[src/rtl/seven_seg_scanner.sv]
// ============================================================================
// seven_seg_scanner
//
// Time-multiplexed driver for the 8-digit common-anode seven-segment display
// on the Nexys A7. The CPU writes one segment pattern per digit into a small
// pattern memory. The scanner then cycles through the digits. Each digit's
// anode is on for ON_CYCLES clocks, and a BLANK_CYCLES gap with every anode
// off separates consecutive digits so that segment data from one digit does
// not ghost onto the next.
//
// Optional feature (compile-time macro):
//   SEVEN_SEG_HEX_DECODE_EN
//     Defined   : a write with hex_mode=1 stores the hex glyph of wr_data[3:0]
//                 in bits 6:0, and wr_data[7] becomes the decimal point.
//     Undefined : hex_mode is ignored, wr_data is always stored raw, and no
//                 decoder logic is built.
//
// Parameters:
//   NUM_DIGITS    digits scanned, 1..8
//   ON_CYCLES     clk cycles each digit's anode is on
//   BLANK_CYCLES  clk cycles with all anodes off between digits (>= 1)
//
// Ports:
//   clk         in   main clock
//   reset       in   asynchronous active-high reset
//   wr_en       in   write strobe, one cycle per write
//   wr_addr     in   [2:0] digit index to write (>= NUM_DIGITS is ignored)
//   wr_data     in   [7:0] active-high pattern, bit0=A .. bit6=G, bit7=DP
//   hex_mode    in   decode wr_data[3:0] as a hex glyph (macro builds only)
//   digit_en    in   [NUM_DIGITS-1:0] per-digit enable; 0 keeps anode off
//   seg_n       out  [7:0] active-low cathodes, registered
//   an_n        out  [7:0] active-low anodes, registered; unused bits high
//   frame_tick  out  one-cycle pulse when digit 0 turns on
// ============================================================================
module seven_seg_scanner #(
  parameter int NUM_DIGITS   = 8,
  parameter int ON_CYCLES    = 100000,
  parameter int BLANK_CYCLES = 2000
) (
  input  logic                  clk,
  input  logic                  reset,
  input  logic                  wr_en,
  input  logic [2:0]            wr_addr,
  input  logic [7:0]            wr_data,
  input  logic                  hex_mode,
  input  logic [NUM_DIGITS-1:0] digit_en,
  output logic [7:0]            seg_n,
  output logic [7:0]            an_n,
  output logic                  frame_tick
);

  // The timer only needs to count to the longer of the two phase lengths.
  localparam int TIMER_MAX = (ON_CYCLES > BLANK_CYCLES) ? ON_CYCLES : BLANK_CYCLES;
  localparam int TIMER_W   = (TIMER_MAX > 1) ? $clog2(TIMER_MAX) : 1;
  localparam int IDX_W     = (NUM_DIGITS > 1) ? $clog2(NUM_DIGITS) : 1;

  localparam logic [TIMER_W-1:0] ON_LAST     = TIMER_W'(ON_CYCLES - 1);
  localparam logic [TIMER_W-1:0] BLANK_LAST  = TIMER_W'(BLANK_CYCLES - 1);
  localparam logic [IDX_W-1:0]   IDX_LAST    = IDX_W'(NUM_DIGITS - 1);
  localparam logic [3:0]         DIGIT_COUNT = 4'(NUM_DIGITS);

  typedef enum logic {
    ST_BLANK = 1'b0,
    ST_ON    = 1'b1
  } scan_state_t;

  scan_state_t        state_q, state_d;
  logic [TIMER_W-1:0] timer_q, timer_d;
  logic [IDX_W-1:0]   idx_q, idx_d;

  logic [7:0]         mem_q [NUM_DIGITS];

  logic               wr_valid;
  logic [IDX_W-1:0]   wr_idx;
  logic [7:0]         wr_value;
  logic [7:0]         read_data;

  logic [7:0]         seg_d;
  logic [7:0]         an_d;
  logic               tick_d;
  logic [2:0]         an_sel;

  // --------------------------------------------------------------------------
  // Write path. Out-of-range addresses are dropped here, so nothing outside
  // the pattern memory can ever be touched.
  // --------------------------------------------------------------------------
  assign wr_valid = wr_en && ({1'b0, wr_addr} < DIGIT_COUNT);
  assign wr_idx   = wr_addr[IDX_W-1:0];

`ifdef SEVEN_SEG_HEX_DECODE_EN
  // Standard hex glyphs, active-high, bit0=A .. bit6=G.
  function automatic logic [6:0] hex_glyph(input logic [3:0] nibble);
    logic [6:0] glyph;
    glyph = 7'h00;
    case (nibble)
      4'h0: glyph = 7'h3F;
      4'h1: glyph = 7'h06;
      4'h2: glyph = 7'h5B;
      4'h3: glyph = 7'h4F;
      4'h4: glyph = 7'h66;
      4'h5: glyph = 7'h6D;
      4'h6: glyph = 7'h7D;
      4'h7: glyph = 7'h07;
      4'h8: glyph = 7'h7F;
      4'h9: glyph = 7'h6F;
      4'hA: glyph = 7'h77;
      4'hB: glyph = 7'h7C;
      4'hC: glyph = 7'h39;
      4'hD: glyph = 7'h5E;
      4'hE: glyph = 7'h79;
      4'hF: glyph = 7'h71;
      default: glyph = 7'h00;
    endcase
    return glyph;
  endfunction

  // The decimal point passes straight through in hex mode.
  assign wr_value = hex_mode ? {wr_data[7], hex_glyph(wr_data[3:0])} : wr_data;
`else
  logic unused_hex_mode;
  assign unused_hex_mode = hex_mode;
  assign wr_value        = wr_data;
`endif

  // --------------------------------------------------------------------------
  // Pattern memory: one byte per digit, cleared by reset.
  // --------------------------------------------------------------------------
  always_ff @(posedge clk or posedge reset) begin
    if (reset) begin
      for (int i = 0; i < NUM_DIGITS; i++) begin
        mem_q[i] <= 8'h00;
      end
    end else if (wr_valid) begin
      mem_q[wr_idx] <= wr_value;
    end
  end

  // A write to the digit being scanned is forwarded straight to the output
  // register, so the new pattern shows up one cycle after the write instead
  // of two.
  assign read_data = (wr_valid && (wr_idx == idx_q)) ? wr_value : mem_q[idx_q];

  // --------------------------------------------------------------------------
  // Scan state register: phase, phase timer and current digit index.
  // --------------------------------------------------------------------------
  always_ff @(posedge clk or posedge reset) begin
    if (reset) begin
      state_q <= ST_BLANK;
      timer_q <= '0;
      idx_q   <= '0;
    end else begin
      state_q <= state_d;
      timer_q <= timer_d;
      idx_q   <= idx_d;
    end
  end

  // --------------------------------------------------------------------------
  // Next-state logic. Every digit gets its full ON slot whether or not it is
  // enabled, which keeps brightness independent of the enable mask. The index
  // advances on the ON->BLANK transition, so each blank gap belongs to the
  // digit that just finished.
  // --------------------------------------------------------------------------
  always_comb begin
    state_d = state_q;
    timer_d = timer_q + TIMER_W'(1);
    idx_d   = idx_q;
    unique case (state_q)
      ST_BLANK: begin
        if (timer_q == BLANK_LAST) begin
          state_d = ST_ON;
          timer_d = '0;
        end
      end
      ST_ON: begin
        if (timer_q == ON_LAST) begin
          state_d = ST_BLANK;
          timer_d = '0;
          idx_d   = (idx_q == IDX_LAST) ? '0 : idx_q + IDX_W'(1);
        end
      end
      default: begin
        state_d = ST_BLANK;
        timer_d = '0;
        idx_d   = '0;
      end
    endcase
  end

  // --------------------------------------------------------------------------
  // Output decode from the current state. The outputs are registered, so
  // they trail the state by one cycle. Enables and written patterns are
  // resampled every cycle, so changes take effect mid-slot. Only one anode
  // bit can ever be cleared, and bits at or above NUM_DIGITS stay high.
  // --------------------------------------------------------------------------
  assign an_sel = 3'(idx_q);

  always_comb begin
    an_d   = 8'hFF;
    seg_d  = 8'hFF;
    tick_d = 1'b0;
    if (state_q == ST_ON) begin
      an_d[an_sel] = ~digit_en[idx_q];
      seg_d        = ~read_data;
      tick_d       = (idx_q == '0) && (timer_q == '0);
    end
  end

  // Registered pin drive; reset forces every line inactive immediately.
  always_ff @(posedge clk or posedge reset) begin
    if (reset) begin
      seg_n      <= 8'hFF;
      an_n       <= 8'hFF;
      frame_tick <= 1'b0;
    end else begin
      seg_n      <= seg_d;
      an_n       <= an_d;
      frame_tick <= tick_d;
    end
  end

endmodule

[config.mk]
export PLATFORM = sky130hd
export DESIGN_NAME = seven_seg_scanner
export DESIGN_NICKNAME = d
export VERILOG_FILES = /design/src/rtl/seven_seg_scanner.sv
export SDC_FILE = /design/constraint.sdc
export NUM_CORES = 1
export LEC_CHECK = 0
export ABC_AREA = 0
export BUFFER_PORTS_ARGS = -buffer_cell sky130_fd_sc_hd__clkbuf_2
export CAP_MARGIN = 20
export CORE_ASPECT_RATIO = 0.9
export CORE_UTILIZATION = 59
export CTS_CLUSTER_SIZE = 25
export DETAILED_ROUTE_END_ITERATION = 7
export GPL_ROUTABILITY_DRIVEN = 0
export GPL_TIMING_DRIVEN = 0
export HOLD_SLACK_MARGIN = 0.02
export PLACE_DENSITY_LB_ADDON = 0.25
export SYNTH_ARGS = -nofsm -noshare
export SYNTH_HDL_FRONTEND = slang
export SYNTH_SLANG_ARGS = --single-unit
[constraint.sdc]
create_clock -name clk -period 3.9 [get_ports clk]
set_input_delay 0.195 -clock clk [delete_from_list [all_inputs] [get_ports clk]]
set_output_delay 0.195 -clock clk [all_outputs]
set_load 0.03 [all_outputs]
# Yosys cells after proc, flatten, opt, wreduce, memory -nomap -nowiden
# Cells that the tools add are included.
[word_totals]
rom_bits = 0
n_memories = 0
latch_bits = 0
out_inout_bits = 17
in_bits = 23
elab_cells = 60
ff_bits = 102
ramBits = 0
[op_classes]
mul = 0
reduce_logical = 7
add_sub_neg = 2
div = 0
n_eq_ne = 4
bitwise_logic = 7
n_shift = 0
magnitude_cmp = 5
muxes = 21
[ops]
columns = ["operator", "count"]
rows = [
  ["$bwmux W64", 1],
  ["$mux W8", 6],
  ["$mux W17", 2],
  ["$pmux W17 S2", 1],
  ["$bmux W8 S3", 1],
  ["$demux W8 S3", 1],
  ["$add A17 B1 Y17 const B", 1],
  ["$eq A17 B11 Y1 const B", 1],
  ["$eq A17 B17 Y1 const B", 1],
  ["$logic_not A17 Y1", 1],
  ["$not A8 Y8", 2],
  ["$ge A4 B4 Y1 const B", 2],
  ["$not A3 Y4", 2],
  ["$or A8 B8 Y8", 1],
  ["$mux W1", 5],
  ["$logic_and A1 B1 Y1", 4],
  ["$lt A3 B4 Y1 const B", 1],
  ["$lt A4 B1 Y1 const B", 1],
  ["$add A3 B1 Y3 const B", 1],
  ["$bmux W1 S3", 1],
  ["$demux W1 S3", 1],
  ["$eq A3 B3 Y1", 1],
  ["$eq A3 B3 Y1 const B", 1],
  ["$ge A3 B1 Y1 const B", 1],
  ["other kinds (5)", 6],
]

# Depth between registers and ports, before layout
# Gate-level depths: netlist (run 1).
[logic_depth]
depth_word = 7
mapped_depth = 6
depth_no_buf = 5

# Worst setup path before layout (run 1)
# No wires, ideal clock.
[synth_timing]
kind = "reg2reg"
startpoint = "reg timer_q[11]"
endpoint = "reg idx_q[2] (netlist: an_sel[2])"
t_required_ps = 3775
stages_incl_launch_ff = 5
period_less_slack_ps = 2116
slack_ps = 1784
setup_ps = 125
arrival_time_ps = 1992
n_path_buf = 0
path_cell_list = "dfrtp_1 or4_4 or4_4 nor2_1 mux2_2"
[synth_via]
elab_chain_cells = 2
[synth_rtl]
columns = ["element", "line", "text"]
rows = [
  ["start, declared", "68", "logic [TIMER_W-1:0] timer_q, timer_d;"],
  ["start signal, assigned", "153", "timer_q <= timer_d;"],
  ["$eq A17 B17 Y1", "176", "if (timer_q == ON_LAST) begin"],
  ["$reduce_and A2 Y1 (no line)", "-", ""],
  ["end signal, assigned", "154", "idx_q <= idx_d;"],
  ["end, declared", "69", "logic [IDX_W-1:0] idx_q, idx_d;"],
]
# Every way passes these cells.
# A chain may end at the register's enable or synchronous reset.

# Final worst setup path (run 1)
[layout_timing]
startpoint = "reg idx_q[1] (netlist: an_sel[1])"
endpoint = "reg frame_tick"
[layout_via]
elab_chain_cells = 3
[layout_rtl]
columns = ["element", "line", "text"]
rows = [
  ["$logic_not A3 Y1", "205", "tick_d = (idx_q == '0) && (timer_q == '0);"],
  ["$logic_and A1 B1 Y1", "205", ""],
  ["$mux W1", "202", "if (state_q == ST_ON) begin"],
  ["named net tick_d", "80", "logic tick_d;"],
  ["end signal, assigned", "218", "frame_tick <= tick_d;"],
  ["end, declared", "49", "output logic frame_tick"],
]
# The timed path passes the listed nets, and every way through them passes these cells.

==> impl_summary.log, run 1 <==
INFO  metric hold_violations = 0
INFO  metric tightest_slew = 0.904 ns
INFO  metric clkTransAtPathRegs = 0.10 ns
INFO  metric grt_pass1_wl = 15.8 mm
INFO  metric timing.slew.headroom = 39.2%
INFO  metric cp_max_fo = 10
INFO  metric setup.worst_path.start = an_sel[1]
INFO  metric die_height = 86.0 µm
INFO  metric via_per_inst = 6.08
INFO  metric slowest_delay = 0.58 ns
INFO  metric globalRoute.totalOverflow = 0
INFO  metric ys_types = 36
INFO  metric layout_worst_path_cycle_share = 59.2%
INFO  metric n_antenna_cell = 0
INFO  metric route.detailed.wl_per_inst = 19.7 µm
INFO  metric first_iter_violations = 128
INFO  metric grt_setup_unrepaired = no
INFO  metric track_usage = 26.2%
INFO  metric critical_path.cell_chain = buf_2 -> clkbuf_1 -> inv_1 -> ha_1 -> or4b_2 -> nor4_1
INFO  metric fmax = 433 MHz
INFO  metric number_of_nets_produced_by_synthesis = 368
INFO  metric post_route_cells_drive_above_1_share = 42.0%
INFO  metric totalWireLength = 9.76 mm
INFO  metric first_global_vias = 3185
INFO  metric fp.dieArea = 8200 µm²
INFO  metric pin_count_of_the_biggest_net_entering_global_routing = 68
INFO  metric antenna_found_initial = 0
INFO  metric timing_worst_setup_path_type = flop to flop
INFO  metric insertion_delay = 0.37 ns
INFO  metric synth.cell_area = 4620 µm²
INFO  metric worstPathArrival = 2.58 ns
INFO  metric length_of_the_first_detailed_routing_pass_in_iterations = 4
INFO  metric synth-warning-count = 0
INFO  metric io_buffer_count = 34
INFO  metric dp.final_hpwl = 6.49 mm
INFO  metric seq_area_frac_synth = 55.6%
INFO  metric die_w = 95.3 µm
INFO  metric dp.cells = 472
INFO  metric detailroute.via_count = 3016
INFO  metric ys_seq_elements = 102
INFO  metric finClkSkew = 0.0130 ns
INFO  metric postCtsSetupRepairBufs = 0
INFO  metric worst_hold_path_type = input pin to flop
INFO  metric worst_path_cell_with_the_longest_stage_delay = sky130_fd_sc_hd__or4b_2
INFO  metric drt_drc_violations_left = 0
INFO  metric timing.max_cap.violations = 0
INFO  metric tritoncts.num_buffers = 9
INFO  metric leakage = 2.19 nW
INFO  metric post_synth.cell_area_avg = 13.6 µm²
INFO  metric synthesis.instances = 340
INFO  metric floorplan.io_pins = 40
INFO  metric worst_hold_startpoint = digit_en[7]
INFO  metric critical-path-top-delay-family = buffers and inverters
INFO  metric cts_max_path_buffers = 2
INFO  metric placeableCoreArea = 7580 µm²
INFO  metric cp-end-kind = flop
INFO  metric areaGrowthSynthToFinish = 13.6%
INFO  metric slew_violations = 0
INFO  metric post-route-min-period = 2.31 ns
INFO  metric cp-start-kind = flop
INFO  metric irDropWorstVdd = 268 µV
INFO  metric status = completed
INFO  metric final_nets = 423
INFO  metric cts.root.buffer_cell = sky130_fd_sc_hd__clkbuf_8
INFO  metric start_util = 61.0%
INFO  metric crit_buf_inv = 3
INFO  metric cts.htree.levels = 3
INFO  metric tritoncts = built
INFO  metric nFillCells = 536
INFO  metric register_area = 2570 µm²
INFO  metric regToRegStartpoint = an_sel[1]
INFO  metric post_layout_nonfiller_instances = 496
INFO  metric timing.setup.tns = 0 ns
INFO  metric num_rows = 30
INFO  metric tritoncts_num_sinks = 102
INFO  metric p_per_area = 436 nW/µm²
INFO  metric multi_input_comb_area = 1950 µm²
INFO  metric timing.critical_path.required = 4.17 ns
INFO  metric final_report_setup_violation_count = 0
INFO  metric drt.antenna.violating_nets = 0
worst reg2reg max path, delay by kind of cell, from the launching register on:
kind                       cells  cell delay, ns
buffers and inverters          3            0.84
and+or+nand+nor                2            0.78
DFF                            1            0.40
adders and majority gates      1            0.20
cells in the final DEF (no fill, tap or decap), types with 2 or more instances in the layout:
cell and instances:
sky130_fd_sc_hd__buf_2 2, sky130_fd_sc_hd__o21ai_0 12, sky130_fd_sc_hd__clkbuf_8 10, sky130_fd_sc_hd__nand4_1 9, sky130_fd_sc_hd__and3_1 3, sky130_fd_sc_hd__mux2_2 65
sky130_fd_sc_hd__a21oi_1 3, sky130_fd_sc_hd__nor3b_2 2, sky130_fd_sc_hd__xnor2_1 6, sky130_fd_sc_hd__a31o_2 8, sky130_fd_sc_hd__clkbuf_1 11, sky130_fd_sc_hd__dfrtp_1 86
sky130_fd_sc_hd__mux4_2 16, sky130_fd_sc_hd__nand2b_1 2, sky130_fd_sc_hd__dfstp_2 16, sky130_fd_sc_hd__ha_1 5, sky130_fd_sc_hd__or4_4 2, sky130_fd_sc_hd__dlygate4sd3_1 8
sky130_fd_sc_hd__inv_6 2, sky130_fd_sc_hd__xor2_1 10, sky130_fd_sc_hd__nor2_1 15, sky130_fd_sc_hd__nand4b_1 3, sky130_fd_sc_hd__nor3_1 3, sky130_fd_sc_hd__nor4_1 3
sky130_fd_sc_hd__clkbuf_2 34, sky130_fd_sc_hd__nand3_1 10, sky130_fd_sc_hd__nor2b_1 2, sky130_fd_sc_hd__or4_1 3, sky130_fd_sc_hd__nand2_1 25, sky130_fd_sc_hd__bufinv_16 2
sky130_fd_sc_hd__inv_1 6, sky130_fd_sc_hd__or3_1 3
sequential cells by signal, summed over array words and instances, names as in the netlist:
register / cells
mem_q: 64
an_n: 8
timer_q: 17
frame_tick: 1
seg_n: 8
an_sel: 3
state_q: 1
power by group:
part / internal [mW] / switching [mW]
clock network: 0.368 / 0.368
registers: 1.20 / 0.0708
logic: 0.178 / 0.102
total: 1.75 / 0.541
kinds of logic (layout without fill, tap and decap cells):
| family | Yosys count | after routing | synth area share, % |
|---|---|---|---|
| AOI/OAI and AO/OA | 23 | 23 | 3.14 |
| and+or+nand+nor | 91 | 91 | 10.9 |
| adders and majority gates | 5 | 5 | 1.35 |
| xor gates and xnor gates | 16 | 16 | 3.03 |
| muxes | 82 | 82 | 23.8 |
| DFF | 102 | 102 | 55.6 |
| buffers and inverters | 21 | 81 | 2.14 |
final cells by class:
cell class / instances / area share, %
Sequential cell: 102 / 49.0
Multi-Input combinational cell: 217 / 37.2
Timing Repair Buffer: 44 / 5.43
Clock buffer: 10 / 2.43
Tap cell: 96 / 2.29
Clock inverter: 6 / 1.79
Buffer: 14 / 1.38
Inverter: 7 / 0.548
worst paths after layout:
check / end / slack (ns) / depth (start not counted)
setup / recovery: frame_tick / 1.59 / 6
hold / removal: an_n[7] / 0.13 / 3
setup reg to reg: frame_tick / 1.59 / 6
hold reg to reg: mem_q[43] / 0.51 / 1
max in group asynchronous: seg_n[7] / 2.78 / 4
min in group asynchronous: mem_q[41] / 0.39 / 3
metal layers:
metal  up-vias  global-route usage [%]  wire (µm)
li1       1352                       -          -
met1      1564                    34.2       4200
met2        82                    42.7       4920
met3        18                    5.59        452
met4         0                    10.7        185
met5         -                       0          0
cell usage after synthesis:
cell / count / area (µm²)
sky130_fd_sc_hd__mux4_2: 16 / 360
sky130_fd_sc_hd__nand3_1: 10 / 50.1
sky130_fd_sc_hd__and2_1: 1 / 6.26
sky130_fd_sc_hd__mux2_2: 65 / 732
sky130_fd_sc_hd__mux2i_1: 1 / 10.0
sky130_fd_sc_hd__buf_2: 2 / 10.0
sky130_fd_sc_hd__inv_1: 7 / 26.3
sky130_fd_sc_hd__nor3b_2: 2 / 25.0
sky130_fd_sc_hd__dfstp_2: 16 / 420
sky130_fd_sc_hd__o21ai_0: 12 / 60.1
sky130_fd_sc_hd__buf_6: 1 / 11.3
sky130_fd_sc_hd__xnor2_1: 6 / 52.6
sky130_fd_sc_hd__nor4b_1: 1 / 8.76
sky130_fd_sc_hd__or4_4: 2 / 22.5
sky130_fd_sc_hd__clkbuf_1: 10 / 37.5
sky130_fd_sc_hd__a21oi_1: 3 / 15.0
sky130_fd_sc_hd__ha_1: 5 / 62.6
sky130_fd_sc_hd__or3_1: 3 / 18.8
sky130_fd_sc_hd__and4_2: 1 / 10.0
sky130_fd_sc_hd__or4_1: 3 / 22.5
sky130_fd_sc_hd__nor3_1: 3 / 15.0
sky130_fd_sc_hd__dfrtp_1: 86 / 2150
sky130_fd_sc_hd__and3_1: 3 / 18.8
sky130_fd_sc_hd__or4b_2: 1 / 10.0
sky130_fd_sc_hd__clkbuf_8: 1 / 13.8
sky130_fd_sc_hd__nand4b_1: 3 / 26.3
sky130_fd_sc_hd__and4_1: 1 / 8.76
sky130_fd_sc_hd__xor2_1: 10 / 87.6
sky130_fd_sc_hd__nor2_1: 15 / 56.3
sky130_fd_sc_hd__nand2_1: 25 / 93.8
sky130_fd_sc_hd__nor4_1: 3 / 18.8
sky130_fd_sc_hd__nor2b_1: 2 / 12.5
sky130_fd_sc_hd__nand4_1: 9 / 56.3
sky130_fd_sc_hd__nand2b_1: 2 / 12.5
sky130_fd_sc_hd__a31o_2: 8 / 70.1
sky130_fd_sc_hd__nor3_2: 1 / 10.0
through the flow:
step / util [%] / worst slack, ns / hold WS, ns / cell area (µm²) / total power [mW]
finish: 69.3 / 1.59 / 0.131 / 5250 / 2.29
global route: 69.3 / 1.42 / 0.143 / 5250 / 2.39
CTS: 69.3 / 1.57 / 0.126 / 5250 / 2.30
detailed placement: 65.3 / 1.59 / 0.236 / 4950 / 1.57
global placement: 64.8 / 0.0203 / 0.345 / 4910 / 1.54
floorplan: - / 1.06 / 0.256 / 4620 / 1.49
timing repair:
action	in CTS	in global routing
endpoints found under the hold margin	30	0
gates resized for setup	0	0
hold buffers	8	0
(Power assumes the default switching activity.)
==> inputs of run 2 (changes only) <==
==> constraint.sdc (replaced) <==
create_clock -name clk -period 2.2 [get_ports clk]
set_input_delay 0.11 -clock clk [delete_from_list [all_inputs] [get_ports clk]]
set_output_delay 0.11 -clock clk [all_outputs]
set_load 0.03 [all_outputs]
==> run 2 against run 1 <==
  * Clock power up 41%
  * Routed wire length down 1.7%
  * Clock skew down 0.0063 ns
  * First-iteration DRC count down 4.7%
  * Critical endpoint is now an_sel[0]
  * Highest routed layer unchanged
==> impl_summary.log, run 2 (same netlist as run 1, synthesis figures left out) <==
INFO  metric status = completed
INFO  metric slew_violations = 0 (unchanged)
INFO  metric route.detailed.wl_per_inst = 19.3 µm (-2.1%)
INFO  metric n_antenna_cell = 0 (unchanged)
INFO  metric timing.slew.headroom = 34.7% (-4.6 points)
INFO  metric final_report_setup_violation_count = 0 (unchanged)
INFO  metric layout.cell_area.non_filler = 5240 µm² (-0.31%)
INFO  metric tritoncts = built
INFO  metric timing.critical_path.required = 2.48 ns (-1.69 ns)
INFO  metric insertion_delay = 0.36 ns (about the same)
INFO  metric start_util = 61.0% (unchanged)
INFO  metric detailroute.via_count = 2975 (-1.4%)
INFO  metric cp-end-kind = flop
INFO  metric worst_hold_path_type = input pin to flop
INFO  metric share_comb_of_total_power = 13.0% (+0.8 points)
INFO  metric reg2regPathDepth = 4 (-2)
INFO  metric layout_worst_path_cycle_share = 98.4% (+39 points)
INFO  metric num_rows = 30 (unchanged)
INFO  metric io_buffer_count = 34 (unchanged)
INFO  metric timing.max_cap.violations = 0 (unchanged)
INFO  metric cp_max_fo = 5 (-5)
INFO  metric power_report.internal_total = 2.89 mW (+65%)
INFO  metric final_nets = 425 (+0.47%)
INFO  metric areaGrowthSynthToFinish = 13.3%
INFO  metric tritoncts.num_buffers = 9 (unchanged)
INFO  metric critical_path.cell_chain = or4_4 -> or4_4 -> or4_1 -> o21ai_1
INFO  metric global_route.peak_usage_layer = met2
INFO  metric dp.final_hpwl = 6.36 mm (-2.0%)
INFO  metric regToRegStartpoint = timer_q[5]
INFO  metric dpl_cell_area = 4960 µm² (+0.23%)
INFO  metric layout_top_registers = mem_q (64), timer_q (17)
INFO  metric pin_count_of_the_biggest_net_entering_global_routing = 44 (-35%)
INFO  metric worst_path_cell_with_the_longest_stage_delay = sky130_fd_sc_hd__or4_4
INFO  metric critical_path.most_common_cell = sky130_fd_sc_hd__or4_4
INFO  metric register_area = 2570 µm² (unchanged)
INFO  metric cts_max_path_buffers = 2 (unchanged)
INFO  metric gr-usage-met3 = 6.47% (+0.89 points)
INFO  metric p_per_area = 725 nW/µm² (+66%)
INFO  metric timing.setup.tns = 0 ns (unchanged)
INFO  metric fmax = 462 MHz (+6.7%)
INFO  metric power.net_switching = 0.907 mW (+68%)
INFO  metric multi_input_comb_area = 1960 µm² (+0.58%)
INFO  metric worstPathArrival = 2.45 ns (-0.13 ns)
INFO  metric finClkSkew = 0.00667 ns (-0.00632 ns)
INFO  metric placeableCoreArea = 7580 µm² (unchanged)
INFO  metric globalRoute.totalOverflow = 0 (unchanged)
INFO  metric seqPwrFrac = 59.6% (+4.0 points)
INFO  metric post_route_cells_drive_above_1_share = 43.5% (+1.5 points)
INFO  metric post-place-ws = -0.0880 ns (-1.68 ns)
INFO  metric length_of_the_first_detailed_routing_pass_in_iterations = 4 (unchanged)
INFO  metric timing.hold.ws = 0.0524 ns (-0.0784 ns)
INFO  metric critical-path-top-delay-family = simple AND/OR/NAND/NOR gates
INFO  metric cts.root.buffer_cell = sky130_fd_sc_hd__clkbuf_8
INFO  metric via_per_inst = 5.97 (-1.8%)
INFO  metric post-route-min-period = 2.16 ns (-0.146 ns)
INFO  metric track_usage = 26.4% (+0.14 points)
INFO  metric die_height = 86.0 µm (unchanged)
INFO  metric leakage = 2.18 nW (-0.31%)
INFO  metric timing.critical_path.depth = 4 (-2)
INFO  metric drt_drc_violations_left = 0 (unchanged)
INFO  metric die_w = 95.3 µm (unchanged)
INFO  metric final_common_cell = sky130_fd_sc_hd__dfrtp_1
INFO  metric met2_usage = 42.8% (+0.065 points)
INFO  metric cp-start-kind = flop
INFO  metric netSwitchingFraction = 23.9% (+0.27 points)
INFO  metric grt_use_met1 = 34.6% (+0.42 points)
INFO  metric p_clk_share = 27.4% (-4.7 points)
INFO  metric irDropWorstVdd = 459 µV (+71%)
INFO  metric max_flop_register = mem_q
INFO  metric grt_setup_unrepaired = yes
INFO  metric grt_pass1_wl = 15.8 mm (+0.39%)
INFO  metric largest_register_ff_count = 64 (unchanged)
INFO  metric first_global_vias = 3140 (-1.4%)
INFO  metric fp.dieArea = 8200 µm² (unchanged)
INFO  metric worst_hold_startpoint = digit_en[7]
INFO  metric drt.antenna.violating_nets = 0 (unchanged)
INFO  metric layout.cells.most_common_list = sky130_fd_sc_hd__dfrtp_1, sky130_fd_sc_hd__mux2_2, sky130_fd_sc_hd__clkbuf_2
INFO  metric cts.htree.levels = 3 (unchanged)
INFO  metric floorplan.io_pins = 40 (unchanged)
INFO  metric clkTransAtPathRegs = 0.09 ns (about the same)
INFO  metric antenna_found_initial = 0 (unchanged)
INFO  metric slowest_delay = 0.54 ns (-0.04 ns)
INFO  metric setup.worst_path.start = timer_q[5]
INFO  metric hold_violations = 0 (unchanged)
INFO  metric first_iter_violations = 122 (-4.7%)
INFO  metric nFillCells = 544 (+1.5%)
INFO  metric hold-path-cell-count = 3 (unchanged)
INFO  metric crit_buf_inv = 0 (-3)
INFO  metric finalWorstSetupSlack = 0.0351 ns (-1.55 ns)
INFO  metric timing_worst_setup_path_type = flop to flop
INFO  metric tritoncts_num_sinks = 102 (unchanged)
INFO  metric tightest_slew = 0.975 ns (+0.0706 ns)
INFO  metric totalWireLength = 9.60 mm (-1.7%)
-- run 2: changes by cell type in the layout (fill, tap and decap cells not counted), sizes merged --
cell      change
buf           +3
bufinv        -2
clkbuf        +1
clkinv        +2
clkinvlp      +1
inv           -3
-- run 2: metal layers --
| layer | vias up | wire length [µm] |
|---|---|---|
| met5 | - | 0 |
| met1 | 1515 | 4120 |
| met2 | 88 | 4770 |
| met3 | 18 | 502 |
| li1 | 1354 | - |
| met4 | 0 | 206 |
-- run 2: layout make-up --
cell class / count / share of cell area (%)
plain buffers: 14 / 1.48
clock buffers: 12 / 2.77
clock inverters: 4 / 0.430
inverters: 7 / 0.573
multi-input cells: 217 / 37.5
flip-flops and latches: 102 / 49.1
well taps: 96 / 2.29
repair buffers: 46 / 5.83
-- run 2: power groups by stage --
stage                     combinational (mW)  sequential, mW  clock (mW)
after global placement                 0.457            2.27           0
after CTS                              0.500            2.26        1.07
after global routing                   0.543            2.29        1.14
after floorplan                        0.392            2.25           0
final                                  0.493            2.26        1.04
after detailed placement               0.489            2.29           0
-- run 2: worst paths after layout --
check / end / slack [ns]
max: an_sel[0] / 0.04
max in group asynchronous: seg_n[7] / 0.99
max reg2reg: an_sel[0] / 0.04
min reg2reg: mem_q[30] / 0.51
min: an_n[7] / 0.05
min in group asynchronous: mem_q[59] / 0.30
-- run 2: repair_timing --
action	in CTS	in global routing
endpoints found under the hold margin	22	0
gates resized for setup	4	6
hold buffers	8	0
buffers inserted	1	1
pin swaps	0	1
setup endpoints to repair	13	4
gates cloned	0	0
-- run 2: through the flow --
stage	total power, mW	instances	util [%]
6_report	3.79	498	69.1
3_5_place_dp	2.78	472	65.5
2_1_floorplan	2.64	340	-
3_3_place_gp	2.73	470	64.9
4_1_cts	3.82	497	68.9
5_1_grt	3.98	498	69.1
-- run 2: worst reg2reg max path: cells and delay by family (launching register included) --
kind / cells / cell delay, ns
simple gates: 3 / 1.57
compound gates: 1 / 0.10
flops: 1 / 0.43
